**config.mk**
```make
export PLATFORM = sky130hd
export DESIGN_NAME = decifra
export DESIGN_NICKNAME = d
export VERILOG_FILES = /design/src/rtl/decifra_pkg.sv /design/src/rtl/decifra_fifo.sv /design/src/rtl/decifra.sv
export SDC_FILE = /design/constraint.sdc
export NUM_CORES = 1
export LEC_CHECK = 0
export CORE_AREA = 8 8 103 105
export CTS_CLUSTER_DIAMETER = 30
export DETAILED_ROUTE_END_ITERATION = 12
export DIE_AREA = 0 0 111 113
export DONT_BUFFER_PORTS = 1
export PLACE_DENSITY = 0.45
export SYNTH_ARGS = -nofsm -noshare
export SYNTH_HDL_FRONTEND = slang
export SYNTH_SLANG_ARGS = --single-unit
```
**constraint.sdc**
```tcl
create_clock -name clk -period 2 [get_ports clk]
set_input_delay 0.4 -clock clk [delete_from_list [all_inputs] [get_ports clk]]
set_output_delay 0.4 -clock clk [all_outputs]
set_load 0.01 [all_outputs]
```
**src/rtl/decifra_pkg.sv**
```systemverilog
// Shared constants, FSM state encoding and the mod-ALPHA subtract helper for decifra.
// The subtract assumes both operands are already below alpha.
package decifra_pkg;

    localparam int DEC_ALPHA = 26;
    localparam int CODE_W    = 5;
    localparam int ENTRY_W   = CODE_W + 1;

    typedef enum logic [1:0] {
        ST_IDLE  = 2'd0,
        ST_RUN   = 2'd1,
        ST_DRAIN = 2'd2
    } state_t;

    // One extra bit holds the borrow; a single +alpha brings it back into range.
    function automatic logic [CODE_W-1:0] mod_sub(
        input logic [CODE_W-1:0] code,
        input logic [CODE_W-1:0] key,
        input logic [CODE_W:0]   alpha
    );
        logic [CODE_W:0] diff;
        diff = {1'b0, code} - {1'b0, key};
        if (diff[CODE_W]) begin
            diff = diff + alpha;
        end
        return diff[CODE_W-1:0];
    endfunction

endpackage

```
**src/rtl/decifra_fifo.sv**
```systemverilog
// Output FIFO for decifra: power-of-two depth, registered storage, head output
// holds the most recently popped entry while the FIFO is empty.
module decifra_fifo #(
    parameter  int DEPTH = 4,
    parameter  int WIDTH = 6,
    localparam int AW    = $clog2(DEPTH),
    localparam int CNT_W = AW + 1
) (
    input  logic             clk,
    input  logic             reset,
    input  logic             push_i,
    input  logic             pop_i,
    input  logic [WIDTH-1:0] wdata_i,
    output logic [WIDTH-1:0] rdata_o,
    output logic             valid_o,
    output logic             full_o,
    output logic [CNT_W-1:0] count_o
);

    logic [WIDTH-1:0] mem_q [DEPTH];
    logic [AW-1:0]    wr_ptr_q;
    logic [AW-1:0]    rd_ptr_q;
    logic [CNT_W-1:0] count_q;
    logic [WIDTH-1:0] hold_q;
    logic             do_push;
    logic             do_pop;

    assign valid_o = (count_q != '0);
    assign full_o  = (count_q == CNT_W'(DEPTH));
    assign count_o = count_q;
    assign do_push = push_i && !full_o;
    assign do_pop  = pop_i && valid_o;
    assign rdata_o = valid_o ? mem_q[rd_ptr_q] : hold_q;

    always_ff @(posedge clk) begin
        if (do_push) begin
            mem_q[wr_ptr_q] <= wdata_i;
        end
    end

    always_ff @(posedge clk or negedge reset) begin
        if (!reset) begin
            wr_ptr_q <= '0;
            rd_ptr_q <= '0;
            count_q  <= '0;
            hold_q   <= '0;
        end else begin
            if (do_push) begin
                wr_ptr_q <= wr_ptr_q + AW'(1);
            end
            if (do_pop) begin
                rd_ptr_q <= rd_ptr_q + AW'(1);
                hold_q   <= mem_q[rd_ptr_q];
            end
            case ({do_push, do_pop})
                2'b10:   count_q <= count_q + CNT_W'(1);
                2'b01:   count_q <= count_q - CNT_W'(1);
                default: count_q <= count_q;
            endcase
        end
    end

endmodule

```
**src/rtl/decifra.sv**
```systemverilog
// Shift-cipher decoder: subtracts the loaded key from each incoming code and
// queues the result; a key change waits for already-queued results to drain.
//
// state    | meaning
// ST_IDLE  | no key loaded, input blocked
// ST_RUN   | key active, codes accepted while FIFO has room
// ST_DRAIN | new key pending, input blocked until FIFO empties
module decifra
    import decifra_pkg::*;
#(
    parameter int ALPHA = DEC_ALPHA,
    parameter int DEPTH = 4
) (
    input  logic              clk,
    input  logic              reset,
    input  logic              key_load,
    input  logic [CODE_W-1:0] key_in,
    output logic              key_err,
    input  logic              in_valid,
    output logic              in_ready,
    input  logic [CODE_W-1:0] in_code,
    output logic              out_valid,
    input  logic              out_ready,
    output logic [CODE_W-1:0] out_code,
    output logic              out_err,
    output logic [7:0]        char_cnt
);

    localparam logic [CODE_W:0] ALPHA_V = (CODE_W+1)'(ALPHA);
    localparam int              CNT_W   = $clog2(DEPTH) + 1;

    state_t             state_q;
    logic [CODE_W-1:0]  key_q;
    logic [CODE_W-1:0]  pend_q;
    logic [7:0]         cnt_q;

    logic               key_legal;
    logic               key_ok;
    logic               code_legal;
    logic               push;
    logic               pop;
    logic               fifo_full;
    logic               fifo_empty;
    logic               drained;
    logic [CNT_W-1:0]   fifo_cnt;
    logic [ENTRY_W-1:0] entry_d;
    logic [ENTRY_W-1:0] head;

    assign key_legal  = ({1'b0, key_in} < ALPHA_V);
    assign key_ok     = key_load && key_legal;
    assign code_legal = ({1'b0, in_code} < ALPHA_V);

    assign in_ready = (state_q == ST_RUN) && !fifo_full && !key_load;
    // Rejection is flagged in the same cycle as the offending key_load.
    assign key_err  = reset && key_load && !key_legal;

    assign push       = in_valid && in_ready;
    assign pop        = out_valid && out_ready;
    assign fifo_empty = (fifo_cnt == '0);
    assign drained    = fifo_empty || (pop && fifo_cnt == CNT_W'(1));

    assign entry_d = code_legal ? {1'b0, mod_sub(in_code, key_q, ALPHA_V)}
                                : {1'b1, in_code};

    always_ff @(posedge clk or negedge reset) begin
        if (!reset) begin
            state_q <= ST_IDLE;
            key_q   <= '0;
            pend_q  <= '0;
            cnt_q   <= '0;
        end else begin
            if (push && cnt_q != 8'hFF) begin
                cnt_q <= cnt_q + 8'd1;
            end
            case (state_q)
                ST_IDLE: begin
                    if (key_ok) begin
                        key_q   <= key_in;
                        state_q <= ST_RUN;
                    end
                end
                ST_RUN: begin
                    if (key_ok) begin
                        if (fifo_empty) begin
                            key_q <= key_in;
                        end else begin
                            pend_q  <= key_in;
                            state_q <= ST_DRAIN;
                        end
                    end
                end
                ST_DRAIN: begin
                    // A legal key arriving on the draining edge wins over the pending one.
                    if (drained) begin
                        key_q   <= key_ok ? key_in : pend_q;
                        state_q <= ST_RUN;
                    end else if (key_ok) begin
                        pend_q <= key_in;
                    end
                end
                default: state_q <= ST_IDLE;
            endcase
        end
    end

    decifra_fifo #(
        .DEPTH (DEPTH),
        .WIDTH (ENTRY_W)
    ) u_fifo (
        .clk     (clk),
        .reset   (reset),
        .push_i  (push),
        .pop_i   (pop),
        .wdata_i (entry_d),
        .rdata_o (head),
        .valid_o (out_valid),
        .full_o  (fifo_full),
        .count_o (fifo_cnt)
    );

    assign out_code = head[CODE_W-1:0];
    assign out_err  = head[CODE_W];
    assign char_cnt = cnt_q;

endmodule

```
==> results of run 1 <==
[layout by cell type, fill, tap and decap left out, types with 2 or more instances in the layout]
cell type / instances
mux2_2: 16
a21oi_2: 2
o21a_1: 2
nand3_1: 4
mux2_4: 4
a21oi_1: 6
nand3_2: 2
edfxtp_1: 24
clkinv_2: 3
nand2_1: 13
o21ai_0: 5
inv_1: 10
o21ai_2: 3
nor2_1: 3
mux4_2: 6
clkbuf_8: 10
o21ai_1: 2
nor3_1: 2
and2_1: 6
ha_1: 13
inv_2: 4
buf_4: 19
ha_4: 2
xnor2_1: 10
mux2i_1: 9
xor2_1: 5
buf_12: 6
dfrtp_1: 33
[through the flow]
| stage | total power [W] | hold slack, ns | cells |
|---|---|---|---|
| floorplan | 0.003641 | 0.1044 | 219 |
| global placement | 0.004176 | 0.1062 | 342 |
| detailed placement | 0.004198 | 0.1062 | 342 |
| CTS | 0.005358 | 0.1959 | 364 |
| global route | 0.006105 | 0.1876 | 367 |
| finish | 0.005664 | 0.2154 | 367 |
[flip-flops by register name, summed over array words and instances, names as in the netlist, 3 cells and up]
signal and count:
u_fifo.count_o 3, u_fifo.mem_q 24, u_fifo.hold_q 6, key_q 5, pend_q 5, char_cnt 8
[path summary, 6_finish.rpt]
path	depth (start not counted)	slack [ns]	endpoint	start
max	5	-0.09	out_code[0]	u_fifo.count_o[0]$_DFFE_PN0P_
max reg2reg	8	0.04	u_fifo.mem_q[0][4]$_DFFE_PP_	key_q[0]$_DFFE_PN0P_
min	1	0.22	pend_q[1]$_DFFE_PN0P_	key_in[1]
min in group asynchronous	2	0.51	u_fifo.hold_q[1]$_DFFE_PN0P_	reset
min reg2reg	1	0.50	u_fifo.hold_q[5]$_DFFE_PN0P_	u_fifo.hold_q[5]$_DFFE_PN0P_
max in group asynchronous	2	1.29	u_fifo.wr_ptr_q[1]$_DFFE_PN0P_	reset
[report_power, final]
group / leakage [nW] / internal (W) / switching (W)
clock: 0.0891 / 0.000478 / 0.000470
sequential: 0.618 / 0.00173 / 0.000235
combinational: 0.759 / 0.00144 / 0.00132
total: 1.47 / 0.00364 / 0.00203
[critical path, delay by kind of cell (launching register included)]
family                   cells  cell delay (ns)
flip-flops                   1             0.40
AND/OR/NAND/NOR              1             0.27
adder cells (fa/ha/maj)      1             0.14
multiplexers                 1             0.32
buffers and inverters        2             0.22
[layout make-up]
cell class	instances	area, sq um	area share (%)
Clock inverter	5	31.28	0.8772
Multi-Input combinational cell	142	1368	38.35
Tap cell	111	138.9	3.895
Timing Repair Buffer	27	287.8	8.070
Clock buffer	11	141.4	3.965
Sequential cell	57	1546	43.37
Inverter	14	52.55	1.474
[repair_timing]
item | CTS | global route
endpoints found under the setup margin | 19 | 26
pin swaps | 1 | 10
hold buffers | 2 | 0
endpoints found under the hold margin | 33 | 0
resized for setup | 10 | 27
buffers inserted | 4 | 3
[logic make-up after synthesis]
family	after synthesis	synth area share, %
flip-flops	57	53.86
AND/OR/NAND/NOR	47	8.628
multiplexers	35	15.95
AO/OA/AOI/OAI	26	5.360
buffers and inverters	20	3.355
XOR/XNOR	17	5.185
adder cells (fa/ha/maj)	17	7.669
[cells in the mapped netlist (2+ instances only)]
cell type	number	area share (%)
xnor2_1	11	3.4
nor2b_1	2	0.44
dfrtp_1	33	29
nor2_1	4	0.52
mux2_4	2	1.0
buf_2	3	0.52
a21oi_1	8	1.4
xor2_1	6	1.8
nand3_1	7	1.2
mux2i_1	9	3.1
mux4_2	6	4.7
nand2_1	14	1.8
ha_1	16	7.0
o21a_1	2	0.52
o21ai_0	10	1.7
or3_1	2	0.44
edfxtp_1	24	25
and3_1	2	0.44
inv_1	14	1.8
nor3_1	2	0.35
mux2_2	18	7.1
and2_1	6	1.3
[routing by layer]
layer | global-route usage [%] | share of wire (%) | routed length (microns) | up-vias
met1 | 11.29 | 47 | 2686 | 825
met4 | 3.243 | 1.3 | 75 | 0
met5 | 0 | 0 | 0 | -
li1 | - | - | - | 840
met2 | 14.39 | 44 | 2522 | 36
met3 | 4.974 | 7.3 | 418 | 5
==> reports/results.ini, run 1 <==
[status]
status = finished with violations
violations = setup timing

[floorplanning]
die_h_microns = 113
start_util_pct = 31.99
fp-row-count = 35
fp.coreArea_sq_um = 8977
dieArea_sq_um = 12540
dieWidth_microns = 111
ios = 32

[yosys]
seq_area_frac_synth_pct = 53.86
async_flop_share_pct = 57.89
synth-main-ff-cell = dfrtp_1
synth-edff-count = 24
avgSynthCellArea_sq_um = 13.11
synthesis.nets = 251
postSynthCellCount = 219
ys_warn_count = 0
synthDistinctLibCells = 40
ys_seq_elements = 57
synth_area_sq_um = 2872

[clock_network]
cts.path.max_buffers = 2
clkLatencyLatePin_ns = 0.34
cts_sinks = 57
clkTransAtPathRegs_ns = 0.07
htree_num_levels = 3
cts_tree = yes
tritoncts.num_buffers = 9
cts_root_buffer = clkbuf_8

[timing]
fin_ws_ns = -0.09213
fin_setup_tns_ns = -0.5082
tightestPinTransition_ns = 0.3415
period_needed_ns = 2.092
rsz0062_at_grt = true
period_share_pct = 104.6
slew_headroom_pct = 77.23
fmax_mhz = 478.0
hold_violations = 0
setup_viol = 6
skew_ns = 0.01003
final_max_slew_viol_count = 0

[placed_design]
port_buffers = 0
dpl.hpwl_microns = 3861
place.gp.congestion = 0.7402
pre_cts_ws_ns = -0.1383
placed_area_sq_um = 3174

[cells_and_area]
n_antenna_cell = 0
final_core_util_pct = 39.72
area_growth_pct = 24.18
drive_gt1_share_pct = 38.28
fillerInstances = 851
nNetsFinal = 283
fin_area_sq_um = 3566

[job]
maxCapViolations = 0

[setup_path]
startpoint_type = flip-flop
cp_slowest_stage_delay_ns = 0.40
cp.required_ns = 1.60
slowest_stage = dfrtp_1
worstSetupPathType = reg -> out
cp-end-kind = output pin
worstPathArrival_ns = 1.69
path_max_fanout = 7
path_cells = inv_2, ha_4, or2b_4, buf_8, mux2_4

[detailed_routing]
via_per_inst = 4.649
wl_per_cell_microns = 15.54
drt_iter0_drc = 54
detail_route.first_pass.iterations = 4
vias = 1706
drtAntennaViolNets = 0
drcViolationCount = 0
wirelength_microns = 5702

[global_route]
antenna_found_initial = 0
grt_use_total_pct = 9.508
grt_overflow = 0
grt_max_degree = 34
grt_first_pass_wirelength_microns = 9218
grt_pass1_vias = 1763

[hold_path]
hold_path.class = in -> reg

[pwr]
p_leak_nw = 1.466
ir_worst_vdd_v = 0.0006587
power_density_nw_per_um2 = 1588

Note: power is estimated with default switching activity, not from simulation.
==> inputs of run 2 (changes only) <==
--- a/config.mk
+++ b/config.mk
@@ -10,6 +10,7 @@
 export DETAILED_ROUTE_END_ITERATION = 12
 export DIE_AREA = 0 0 111 113
 export DONT_BUFFER_PORTS = 1
+export GPL_TIMING_DRIVEN = 1
 export PLACE_DENSITY = 0.45
 export SYNTH_ARGS = -nofsm -noshare
 export SYNTH_HDL_FRONTEND = slang
==> results of run 2 <==
No change in the layout: final DEF, timing and power equal those of run 1.
==> inputs of run 3 (changes only) <==
--- a/config.mk
+++ b/config.mk
@@ -5,13 +5,15 @@
 export SDC_FILE = /design/constraint.sdc
 export NUM_CORES = 1
 export LEC_CHECK = 0
-export CORE_AREA = 8 8 103 105
+export ABC_AREA = 1
+export CORE_AREA = 8 8 106 108
 export CTS_CLUSTER_DIAMETER = 30
 export DETAILED_ROUTE_END_ITERATION = 12
-export DIE_AREA = 0 0 111 113
+export DIE_AREA = 0 0 114 116
 export DONT_BUFFER_PORTS = 1
+export GPL_ROUTABILITY_DRIVEN = 1
 export GPL_TIMING_DRIVEN = 1
-export PLACE_DENSITY = 0.45
+export PLACE_DENSITY = 0.43
 export SYNTH_ARGS = -nofsm -noshare
 export SYNTH_HDL_FRONTEND = slang
 export SYNTH_SLANG_ARGS = --single-unit
==> constraint.sdc (replaced) <==
create_clock -name clk -period 2.5 [get_ports clk]
set_input_delay 0.5 -clock clk [delete_from_list [all_inputs] [get_ports clk]]
set_output_delay 0.5 -clock clk [all_outputs]
set_load 0.01 [all_outputs]
==> reports/results.ini, run 3 <==
[detailed_routing]
drcViolationCount = 0
dr_wl_met3_microns = 403
top_layer_used = met4
wirelength_microns = 6758
wl_met1_microns = 3226
detail_route.first_pass.iterations = 4
dr_wl_met2_microns = 3010
drt_iter0_drc = 96
via_per_inst = 4.501
vias = 2246
wl_per_cell_microns = 13.54
drtAntennaViolNets = 0

[yosys]
seq_area_frac_synth_pct = 50.02
synth-main-ff-cell = dfrtp_1
synth-edff-count = 24
synthDistinctLibCells = 31
synth_commonest_cells = nand2_1, o21ai_0, dfrtp_1, nor2_1, inv_1
postSynthCellCount = 345
synth_area_sq_um = 3092
synth_top_area_share_pct = 26.71
synth_top_area_cell = dfrtp_1
ys_seq_elements = 57
ys_warn_count = 0
post-synth-top-count-cell = nand2_1
avgSynthCellArea_sq_um = 8.961
async_flop_share_pct = 57.89
synth_area_leaders = dfrtp_1, edfxtp_1, nand2_1
synthesis.nets = 377

[cells_and_area]
area_growth_pct = 14.33
n_antenna_cell = 0
fin_area_sq_um = 3535
fillerInstances = 1031
final_common_cell = nand2_1
fin_cells = 499
largest-register = u_fifo.mem_q
nNetsFinal = 393
final_cell_mix = nand2_1, o21ai_0, dfrtp_1
largest_register_ffs = 24
drive_gt1_share_pct = 12.57

[timing]
fmax_mhz = 431.4
setup_viol = 0
final_max_slew_viol_count = 0
rsz0062_at_grt = false
period_needed_ns = 2.318
fin_ws_ns = 0.1817
fin_setup_tns_ns = 0
slew_headroom_pct = 61.00
period_share_pct = 92.73
skew_ns = 0.01752
hold_violations = 0
tightestPinTransition_ns = 0.5828

[setup_path]
r2r-start = key_q[0]$_DFFE_PN0P_
path_cells = clkinvlp_4, o21ai_0, o22a_1, o21ai_0, buf_4
path_max_fanout = 12
worstSetupPathType = reg -> out
r2r_end = u_fifo.mem_q[2][2]$_DFFE_PP_
reg2reg_setup_slack_ns = 0.35
slowest_stage = dfrtp_1
cp-end-kind = output pin
reg2regPathDepth = 7
cp.required_ns = 2.00
crit_path_frequent_cell = o21ai_0
worstPathArrival_ns = 1.82
cp_slowest_stage_delay_ns = 0.52
startpoint_type = flip-flop

[hold_path]
min_to = char_cnt[0]$_DFFE_PN0P_
hold_path.class = in -> reg
min_path_cells = 2
hp-start = in_valid

[status]
status = finished clean

[placed_design]
placed_area_sq_um = 3286
dpl.hpwl_microns = 4972
dpl.cell_count = 481
pre_cts_ws_ns = 0.2034
place.gp.congestion = 0.7967
port_buffers = 0

[global_route]
grt_overflow = 0
grt_pass1_vias = 2247
antenna_found_initial = 0
grt_max_degree = 34
grt_first_pass_wirelength_microns = 11270
grt_use_total_pct = 11.12

[floorplanning]
ios = 32
dieArea_sq_um = 13220
die_h_microns = 116
fp.coreArea_sq_um = 9549
fp-row-count = 36
dieWidth_microns = 114
start_util_pct = 32.38

[clock_network]
post-cts-setup-buffers = 0
cts_sinks = 57
htree_num_levels = 3
tritoncts.num_buffers = 9
clkLatencyLatePin_ns = 0.34
cts_root_buffer = clkbuf_8
clkTransAtPathRegs_ns = 0.07
cts_tree = yes
cts.path.max_buffers = 2

[pwr]
p_total_w = 0.004384
ir_worst_vdd_v = 0.0004516
p_leak_nw = 1.592
power_density_nw_per_um2 = 1240

[job]
maxCapViolations = 0

## run 3: changes by cell type in the layout (fill, tap and decap cells not counted), moves of 12 or more
cell | previous run | this run
nand3_1 | 4 | 18
mux2_2 | 16 | 0
inv_1 | 10 | 29
o21ai_0 | 5 | 36
buf_4 | 19 | 7
nand2_1 | 13 | 99
nor2_1 | 3 | 32
## run 3: how the worst max path moves through the flow
stage | startpoint | to | slack (ns) | cells past startpoint
final | u_fifo.rd_ptr_q[0]$_DFFE_PN0P_ | out_code[0] | 0.18 | 5
after global routing | u_fifo.rd_ptr_q[0]$_DFFE_PN0P_ | out_code[0] | 0.02 | 5
after CTS | u_fifo.rd_ptr_q[0]$_DFFE_PN0P_ | out_code[0] | 0.13 | 5
after detailed placement | in_code[0] | u_fifo.mem_q[2][2]$_DFFE_PP_ | 0.20 | 8
after global placement | in_code[0] | u_fifo.mem_q[2][2]$_DFFE_PP_ | 0.21 | 8
after floorplan | in_code[0] | u_fifo.mem_q[0][2]$_DFFE_PP_ | 0.34 | 8
## run 3: final cells by class
cell class | count | area, sq um | area share [%]
tap | 133 | 166.4 | 4.708
multi-input combinational | 248 | 1380 | 39.04
sequential | 57 | 1546 | 43.75
timing repair buffer | 9 | 82.58 | 2.336
clock buffer | 12 | 166.4 | 4.708
clock inverter | 4 | 48.80 | 1.381
inverter | 36 | 143.9 | 4.071
## run 3: logic make-up (layout without fill, tap and decap cells)
group | count (synthesis) | count (layout) | synth area share (%)
AND/OR/NAND/NOR | 167 | 167 | 24.28
adder cells (fa/ha/maj) | 17 | 17 | 7.123
AO/OA/AOI/OAI | 50 | 50 | 9.267
buffers and inverters | 40 | 61 | 5.342
XOR/XNOR | 14 | 14 | 3.966
flip-flops | 57 | 57 | 50.02
## run 3: worst max-delay path, delay by kind of cell, from the launching register on
| family | cells | cell delay, ns |
|---|---|---|
| flops | 1 | 0.52 |
| buf+inv | 2 | 0.45 |
| compound gates | 3 | 0.51 |
## run 3: timing repair
| item | 4_1_cts | 5_1_grt |
|---|---|---|
| hold buffers | 2 | 0 |
| endpoints found under the hold margin | 33 | 0 |
| gates resized for setup | 0 | 1 |
| endpoints found under the setup margin | 0 | 2 |
## run 3: per-stage QoR
stage | utilization [%] | hold WS (ns)
floorplan | - | 0.2044
global placement | 34.41 | 0.2055
detailed placement | 34.41 | 0.2055
CTS | 36.98 | 0.3727
global route | 37.02 | 0.3959
finish | 37.02 | 0.3946
## run 3: metal layers
metal / vias to the layer above / global-route usage, %
met4: 0 / 5.590
met2: 43 / 17.11
met3: 9 / 3.648
li1: 1164 / -
met5: - / 0
met1: 1030 / 13.71
## run 3: power breakdown
part	internal (W)	leakage (nW)	switching (W)	total (W)
clock network	0.000547	0.108	0.000382	0.000929
logic	0.000662	0.858	0.00121	0.00187
registers	0.00135	0.627	0.000239	0.00159
total	0.00256	1.59	0.00183	0.00438
